**src/rtl/seg_scan_driver_if.sv**
```systemverilog
// Display bus between score logic and the scanner: segment patterns/enables/brightness in, pin drives out.
// No flow control; the source drives the inputs continuously and the scanner samples them once per slot.
interface seg_scan_driver_if #(
    parameter int DIGITS = 4,
    parameter int SEG_W  = 8
);
    localparam int IW = $clog2(DIGITS);

    logic [DIGITS*SEG_W-1:0] seg_data;
    logic [DIGITS-1:0]       digit_en;
    logic [3:0]              brightness;
    logic [DIGITS-1:0]       an_n;
    logic [SEG_W-1:0]        seg_n;
    logic [IW-1:0]           digit_idx;
    logic                    frame_tick;

    modport master (
        output seg_data, digit_en, brightness,
        input  an_n, seg_n, digit_idx, frame_tick
    );

    modport slave (
        input  seg_data, digit_en, brightness,
        output an_n, seg_n, digit_idx, frame_tick
    );
endinterface

```
**src/rtl/seg_scan_driver.sv**
```systemverilog
// Self-timed N-digit 7-segment scanner with per-digit enable, 16-level PWM and dead time.
// Latency 1 cycle from prescaler state to pins; no backpressure, the scan free-runs.
module seg_scan_driver #(
    parameter int DIGITS  = 4,
    parameter int CLK_DIV = 50000,
    parameter int SEG_W   = 8,
    parameter int DEAD    = 2
) (
    input  logic              clk,
    input  logic              reset,
    seg_scan_driver_if.slave  bus
);
    localparam int PW    = $clog2(CLK_DIV);
    localparam int LW    = PW + 1;
    localparam int IW    = $clog2(DIGITS);
    localparam int SLICE = CLK_DIV / 16;

    localparam logic [PW-1:0] P_LAST = PW'(CLK_DIV - 1);
    localparam logic [IW-1:0] I_LAST = IW'(DIGITS - 1);

    logic [PW-1:0]     presc_q, presc_d;
    logic [IW-1:0]     idx_q, idx_d;
    logic              en_q, en_d;
    logic [3:0]        bri_q, bri_d;
    logic [SEG_W-1:0]  pat_q, pat_d;
    logic [DIGITS-1:0] an_n_q, an_n_d;
    logic [SEG_W-1:0]  seg_n_q, seg_n_d;
    logic              frame_tick_q, frame_tick_d;

    logic [LW-1:0]     lim;
    logic [LW-1:0]     presc_w;
    logic              lit;

    always_comb begin
        presc_d      = (presc_q == P_LAST) ? '0 : presc_q + PW'(1);
        idx_d        = idx_q;
        if (presc_q == P_LAST) begin
            idx_d = (idx_q == I_LAST) ? '0 : idx_q + IW'(1);
        end

        // Slot parameters are captured once at slot start so mid-slot input changes never tear the display.
        en_d  = en_q;
        bri_d = bri_q;
        pat_d = pat_q;
        if (presc_q == '0) begin
            en_d  = bus.digit_en[idx_q];
            bri_d = bus.brightness;
            pat_d = bus.seg_data[idx_q*SEG_W +: SEG_W];
        end

        // At p=0 the latched values still belong to the previous slot, but DEAD>=1 keeps p=0 dark.
        presc_w = {1'b0, presc_q};
        lim     = (LW'(bri_q) + LW'(1)) * LW'(SLICE);
        lit     = en_q && (presc_w >= LW'(DEAD)) && (presc_w < lim);

        an_n_d       = lit ? ~(DIGITS'(1) << idx_q) : '1;
        seg_n_d      = lit ? pat_q : '1;
        frame_tick_d = (presc_q == P_LAST) && (idx_q == I_LAST);
    end

    always_ff @(posedge clk) begin
        if (reset) begin
            presc_q      <= '0;
            idx_q        <= '0;
            en_q         <= 1'b0;
            bri_q        <= '0;
            pat_q        <= '1;
            an_n_q       <= '1;
            seg_n_q      <= '1;
            frame_tick_q <= 1'b0;
        end else begin
            presc_q      <= presc_d;
            idx_q        <= idx_d;
            en_q         <= en_d;
            bri_q        <= bri_d;
            pat_q        <= pat_d;
            an_n_q       <= an_n_d;
            seg_n_q      <= seg_n_d;
            frame_tick_q <= frame_tick_d;
        end
    end

    assign bus.an_n       = an_n_q;
    assign bus.seg_n      = seg_n_q;
    assign bus.digit_idx  = idx_q;
    assign bus.frame_tick = frame_tick_q;
endmodule

```
**src/flat_wrapper.sv**
```systemverilog
// flat-port wrapper written by rule: the top's interface ports become plain ports
module seg_scan_driver_flat 
#(
    parameter int DIGITS  = 4,
    parameter int CLK_DIV = 50000,
    parameter int SEG_W   = 8,
    parameter int DEAD    = 2
)
  (clk, reset, bus_seg_data, bus_digit_en, bus_brightness, bus_an_n, bus_seg_n, bus_digit_idx, bus_frame_tick);
  seg_scan_driver_if #(.DIGITS(DIGITS), .SEG_W(SEG_W)) bus_i ();
  input  logic clk;
  input  logic reset;
  input wire logic [$bits(bus_i.seg_data)-1:0] bus_seg_data;
  input wire logic [$bits(bus_i.digit_en)-1:0] bus_digit_en;
  input wire logic [$bits(bus_i.brightness)-1:0] bus_brightness;
  output wire logic [$bits(bus_i.an_n)-1:0] bus_an_n;
  output wire logic [$bits(bus_i.seg_n)-1:0] bus_seg_n;
  output wire logic [$bits(bus_i.digit_idx)-1:0] bus_digit_idx;
  output wire logic [$bits(bus_i.frame_tick)-1:0] bus_frame_tick;
  assign bus_i.seg_data = bus_seg_data;
  assign bus_i.digit_en = bus_digit_en;
  assign bus_i.brightness = bus_brightness;
  assign bus_an_n = bus_i.an_n;
  assign bus_seg_n = bus_i.seg_n;
  assign bus_digit_idx = bus_i.digit_idx;
  assign bus_frame_tick = bus_i.frame_tick;
  seg_scan_driver #(.DIGITS(DIGITS), .CLK_DIV(CLK_DIV), .SEG_W(SEG_W), .DEAD(DEAD)) u_core (.clk(clk), .reset(reset), .bus(bus_i));
endmodule
```
**config.mk**
```make
export PLATFORM = sky130hd
export DESIGN_NAME = seg_scan_driver_flat
export DESIGN_NICKNAME = d
export VERILOG_FILES = /design/src/rtl/seg_scan_driver_if.sv /design/src/rtl/seg_scan_driver.sv /design/src/flat_wrapper.sv
export SDC_FILE = /design/constraint.sdc
export NUM_CORES = 1
export LEC_CHECK = 0
export BUFFER_PORTS_ARGS = -buffer_cell sky130_fd_sc_hd__buf_2
export CELL_PAD_IN_SITES_DETAIL_PLACEMENT = 0
export CELL_PAD_IN_SITES_GLOBAL_PLACEMENT = 1
export CORE_MARGIN = 2
export CORE_UTILIZATION = 31
export CTS_BUF_LIST = sky130_fd_sc_hd__clkbuf_4
export DETAILED_ROUTE_END_ITERATION = 16
export PLACE_DENSITY = 0.65
export REMOVE_ABC_BUFFERS = 1
export SLEW_MARGIN = 20
export SYNTH_ARGS = -nofsm -noshare
export SYNTH_HDL_FRONTEND = slang
export SYNTH_SLANG_ARGS = --single-unit
```
**constraint.sdc**
```tcl
create_clock -name clk -period 5.1 [get_ports clk]
set_clock_uncertainty 0.05 [all_clocks]
set_input_delay 1.02 -clock clk [delete_from_list [all_inputs] [get_ports clk]]
set_output_delay 1.02 -clock clk [all_outputs]
set_load 0.005 [all_outputs]
```
==> results of run 1 <==
-- report_power, final --
part	leakage [nW]	internal [mW]	switching (mW)	total, mW
clock	0.0418	0.105	0.126	0.230
sequential	0.359	0.357	0.0117	0.368
combinational	1.31	0.118	0.138	0.257
-- cell type report --
| type | instances | area (um^2) | area share |
|---|---|---|---|
| clock buffer | 5 | 37.54 | 0.01026 |
| clock inverter | 3 | 46.29 | 0.01265 |
| inverter | 17 | 63.81 | 0.01744 |
| multi-input combinational | 251 | 2145 | 0.5862 |
| sequential | 44 | 882.1 | 0.2411 |
| tap | 133 | 166.4 | 0.04549 |
| timing repair buffer | 60 | 317.8 | 0.08687 |
-- repair_timing --
| item | CTS | global route |
|---|---|---|
| gates resized for setup | 0 | 10 |
| setup buffers | 0 | 0 |
| setup endpoints to repair | 0 | 12 |
-- worst max-delay path, delay by kind of cell (launching register included) --
kind | cells | cell delay (ps)
xor gates and xnor gates | 2 | 430
buffers and inverters | 1 | 170
adders and majority gates | 6 | 1670
and+or+nand+nor | 4 | 710
AOI/OAI and AO/OA | 7 | 1180
DFF | 1 | 410
-- through the flow --
stage          total power [mW]  instances  hold slack [ps]  TNS, ps
2_1_floorplan            0.5551        312            369.7        0
4_1_cts                  0.8587        512            411.5        0
5_1_grt                  0.9127        513            443.4   -9.258
3_3_place_gp             0.6231        504            377.8        0
6_report                 0.8552        513            406.9        0
3_5_place_dp             0.6274        504            378.8        0
-- per-layer routing --
layer	routed length [um]	GRT usage	up-vias	part of all wire
met3	116	0.01504	7	0.016
li1	-	-	1253	-
met2	3346	0.2185	28	0.47
met5	0	0	-	0
met1	3592	0.1853	1125	0.50
met4	80	0.03764	0	0.011
-- worst paths after layout --
check                       start                  end  slack [ps]
setup / recovery  u_core.bri_q[0]   u_core.bus.an_n[3]         330
hold / removal    u_core.pat_q[5]  u_core.bus.seg_n[5]         410
setup reg to reg  u_core.bri_q[0]   u_core.bus.an_n[3]         330
hold reg to reg   u_core.pat_q[5]  u_core.bus.seg_n[5]         410
-- flip-flops by register name (all words and copies together) (netlist names) --
register               cells
u_core.en_q                1
u_core.bri_q               4
u_core.pat_q               8
u_core.bus.seg_n           8
u_core.bus.an_n            4
u_core.presc_q            16
u_core.bus.frame_tick      1
u_core.bus.digit_idx       2
-- kinds of logic after synthesis --
kind of cell | synth area share
XOR/XNOR | 0.08133
multiplexers | 0.1142
AO/OA/AOI/OAI | 0.1158
flip-flops | 0.2820
AND/OR/NAND/NOR | 0.1462
adder cells (fa/ha/maj) | 0.2228
buffers and inverters | 0.03766
-- layout by cell type, fill, tap and decap left out, types with 3 or more instances in the layout --
cell type	n
nor2_1	26
nor3_1	3
a31oi_1	3
mux2i_1	14
nand3_1	11
nand4_1	4
ha_1	54
and2_1	3
mux4_2	9
xor2_1	15
o21ai_0	7
clkbuf_4	5
a21o_1	7
dfxtp_1	43
and3_1	8
inv_1	17
o21bai_2	8
a21oi_1	15
buf_2	56
nand2_1	22
xnor2_1	13
==> metrics, run 1 <==
critical path's slowest cell dfxtp_2; drt first pass iters 4; synth top area cells dfxtp_1, ha_1, mux4_2; WL final 7.135 mm; antenna diode count 0; worst slack at placement 145.8 ps; synthesized area per cell 9.729 um^2; Yosys cell types 40; Hold Path Class reg2reg; Vias/cell 4.704; number of global-route vias before repair 2425; Root Buffer clkbuf_4; RePlAce Congestion 0.7937; Hold Vio Cnt, Final 0; critical path data required time 5270 ps; first-pass GRT wire length 11.90 mm; CP most frequent cell ha_1; Port Buffers 56; # fillers 1014; Cells after Synth 321; crit path kind reg2reg; clock sinks 44; Least-Margin Pin Slew 951.6 ps; Via Count 2413; H-tree depth 2; max-slew violations 0; DR WL/cell 13.91 um; Rows 36; largest net degree at the start of global routing 16; Iteration-0 DRC Markers 87; register area share after synthesis 0.2821; hold buffer count at cts 0; Clk Latency, worst-skew pair 370 ps; count leader, synth ha_1; final setup margin 334.2 ps; crit path DAT 4930 ps; Post-Syn Area 0.003123 mm^2; Setup-failing EPs final 0; Clk pin slew, worst setup/hold paths 140 ps; # IOs 57; critical path fanouts, max 8; number of synthesized register bits 44; Final #Nets 476; CTS buffer count 5; Die Area 0.01089 mm^2; initial antenna violation count 0; CP max stage delay 410 ps; Cell Area, Placed 0.003538 mm^2; synth warn 0; top_reg_cell synth dfxtp_1; Detail Placement HPWL 5.674 mm; CTS max path bufs 2; hold depth 1; leakage 1.707 nW; period utilization 0.9345; CTS tree yes; Yosys top cell by area dfxtp_1; share of cells above drive strength 1 0.2605; DIE WIDTH 104.4 um; post-route antenna net violation count 0; Area growth syn-to-layout 17.15%; max-cap violations 0; post-layout util 0.3743; proportion of netlist area held by the largest area contributor 0.2821; f_max 209.8 MHz; Max-slew headroom 0.3530; outcome finished, final reports clean; Tmin final 4766 ps; Post-synth top cells ha_1, dfxtp_1, nor2_1; PwrDens 233.8 mW/mm^2; initial core utilization 0.3195; Post-synth EDFFs 0; fin area 0.003659 mm^2; core region area 0.009774 mm^2; CP startpoint kind flip-flop; gr ovfl total 0; Residual DRC 0; Peak VDD IR 0.0001083 V; FF-to-FF path depth 20; Die Ht 104.4 um; crit path cell chain ha_1 > and3_2 > ha_1 > xnor2_1 > ha_1 > ha_1 > ha_1 > a21o_1 > a211oi_2 > nor2_1 > nor2_2 > o21ai_0 > xnor2_1 > ha_1 > a31oi_1 > and4_1 > o21ai_1 > a21oi_2 > buf_6 > o21ai_0; GRT Util Overall 0.1336; Worst setup EP type flip-flop; fraction of registers with async set/reset 0
(Power assumes the default switching activity.)
==> inputs of run 2 (changes only) <==
Settings changed: CORE_MARGIN 2 to 3.
==> metrics, run 2 (same netlist as run 1, synthesis figures left out) <==
CP most frequent cell ha_1; Detail Placement HPWL 5.763 mm; H-tree depth 2; RSZ-0062 raised after global routing no; PwrDens 230.8 mW/mm^2; Peak VDD IR 0.0001056 V; commonest non-fill, non-tap cell in the layout buf_2; met3 wire len 121 um; clock sinks 44; commonest non-fill, non-tap cells in the layout buf_2, ha_1, dfxtp_1, nor2_1, nand2_1; Hold Vio Cnt, Final 0; WL final 6.964 mm; max-slew violations 0; core region area 0.009774 mm^2; Die Area 0.01131 mm^2; total negative slack 0 ps; critical path data required time 5310 ps; Iteration-0 DRC Markers 85; Worst setup EP type flip-flop; outcome finished, final reports clean; hold buffer count at cts 0; Residual DRC 0; largest net degree at the start of global routing 16; initial core utilization 0.3195; number of global-route vias before repair 2408; Port Buffers 56; GRT Util Overall 0.1238; crit path kind reg2reg; CTS buffer count 5; Clk Latency, worst-skew pair 360 ps; Final #Nets 476; final setup margin 468.0 ps; CP startpoint kind flip-flop; critical path fanouts, max 12; leakage 1.708 nW; worst path bufs/invs 1; f_max 215.9 MHz; period utilization 0.9082; Reg with most FFs u_core.presc_q; first-pass GRT wire length 11.41 mm; RePlAce Congestion 0.7853; post-route antenna net violation count 0; Area growth syn-to-layout 16.75%; Die Ht 106.4 um; antenna diode count 0; Least-Margin Pin Slew 776.7 ps; CTS tree yes; initial antenna violation count 0; post-layout util 0.3730; Vias/cell 4.717; DR WL/cell 13.58 um; crit path cell chain ha_1 > and3_1 > ha_1 > xnor2_1 > ha_1 > ha_1 > ha_1 > a21o_1 > a211oi_2 > nor2_1 > nor2_1 > o21ai_0 > xnor2_1 > ha_1 > a31oi_1 > and4_1 > o21ai_1 > a21oi_1 > buf_6 > o21ai_0; share of cells above drive strength 1 0.2500; critical path's slowest cell dfxtp_4; Setup-failing EPs final 0; Power Total 841.7 uW; top layer in use met4; CP max stage delay 410 ps; crit path DAT 4840 ps; Hold Path Class reg2reg; Clk pin slew, worst setup/hold paths 140 ps; WL met2 3.331 mm; CTS max path bufs 2; WL met1 3.454 mm; DIE WIDTH 106.4 um; worst slack at placement 200.4 ps; drt first pass iters 4; gr ovfl total 0; Rows 36; Via Count 2420; max-cap violations 0; # IOs 57; Crit path max-delay family adder cells; Root Buffer clkbuf_4; Max-slew headroom 0.4815; Tmin final 4632 ps; max reg flops 16
[run 2: cell types whose count changed in the layout (fill, tap and decap cells not counted), sizes merged]
cell / change
clkinv: +2
clkinvlp: -1
inv: -1
[run 2: path summary, 6_finish.rpt]
| path | startpoint | to | slack (ps) | depth (start not counted) |
|---|---|---|---|---|
| max | u_core.bri_q[0] | u_core.bus.an_n[0] | 470 | 20 |
| min | u_core.pat_q[7] | u_core.bus.seg_n[7] | 410 | 1 |
| max reg2reg | u_core.bri_q[0] | u_core.bus.an_n[0] | 470 | 20 |
| min reg2reg | u_core.pat_q[7] | u_core.bus.seg_n[7] | 410 | 1 |
[run 2: final cells by class]
| type | instances | area [um^2] |
|---|---|---|
| multi-input combinational | 251 | 2137 |
| fill | 1037 | 6128 |
| timing repair buffer | 60 | 314.1 |
| sequential | 44 | 884.6 |
| clock inverter | 3 | 42.54 |
| tap | 133 | 166.4 |
| clock buffer | 5 | 37.54 |
| inverter | 17 | 63.81 |
[run 2: worst register-to-register path, cell delays in order (launching register included)]
cell	delay (ps)
dfxtp_4	410
ha_1	240
and3_1	260
ha_1	260
xnor2_1	170
ha_1	260
ha_1	270
ha_1	350
a21o_1	200
a211oi_2	260
nor2_1	80
nor2_1	160
o21ai_0	130
xnor2_1	220
ha_1	280
a31oi_1	210
and4_1	210
o21ai_1	60
a21oi_1	160
buf_6	200
o21ai_0	110
[run 2: report_power, final]
part | switching (mW) | leakage (nW) | total (mW) | internal (mW)
clock | 0.119 | 0.0428 | 0.221 | 0.103
sequential | 0.0116 | 0.359 | 0.368 | 0.356
combinational | 0.135 | 1.31 | 0.253 | 0.117
[run 2: layer usage]
layer  vias to the layer above  global-route usage
met3                         6             0.01396
met1                      1132              0.1725
met2                        26              0.2054
met5                         -                   0
li1                       1256                   -
met4                         0             0.02775
[run 2: timing repair]
item / CTS / global route
setup endpoints to repair: 0 / 12
resized for setup: 0 / 5
setup buffers: 0 / 0
[run 2: through the flow]
stage | cells | hold slack (ps) | cell area, um^2
2_1_floorplan | 312 | 369.7 | 3069
3_3_place_gp | 505 | 380.3 | 3546
3_5_place_dp | 505 | 383.9 | 3546
4_1_cts | 513 | 417.9 | 3626
5_1_grt | 513 | 438.0 | 3646
6_report | 513 | 414.7 | 3646
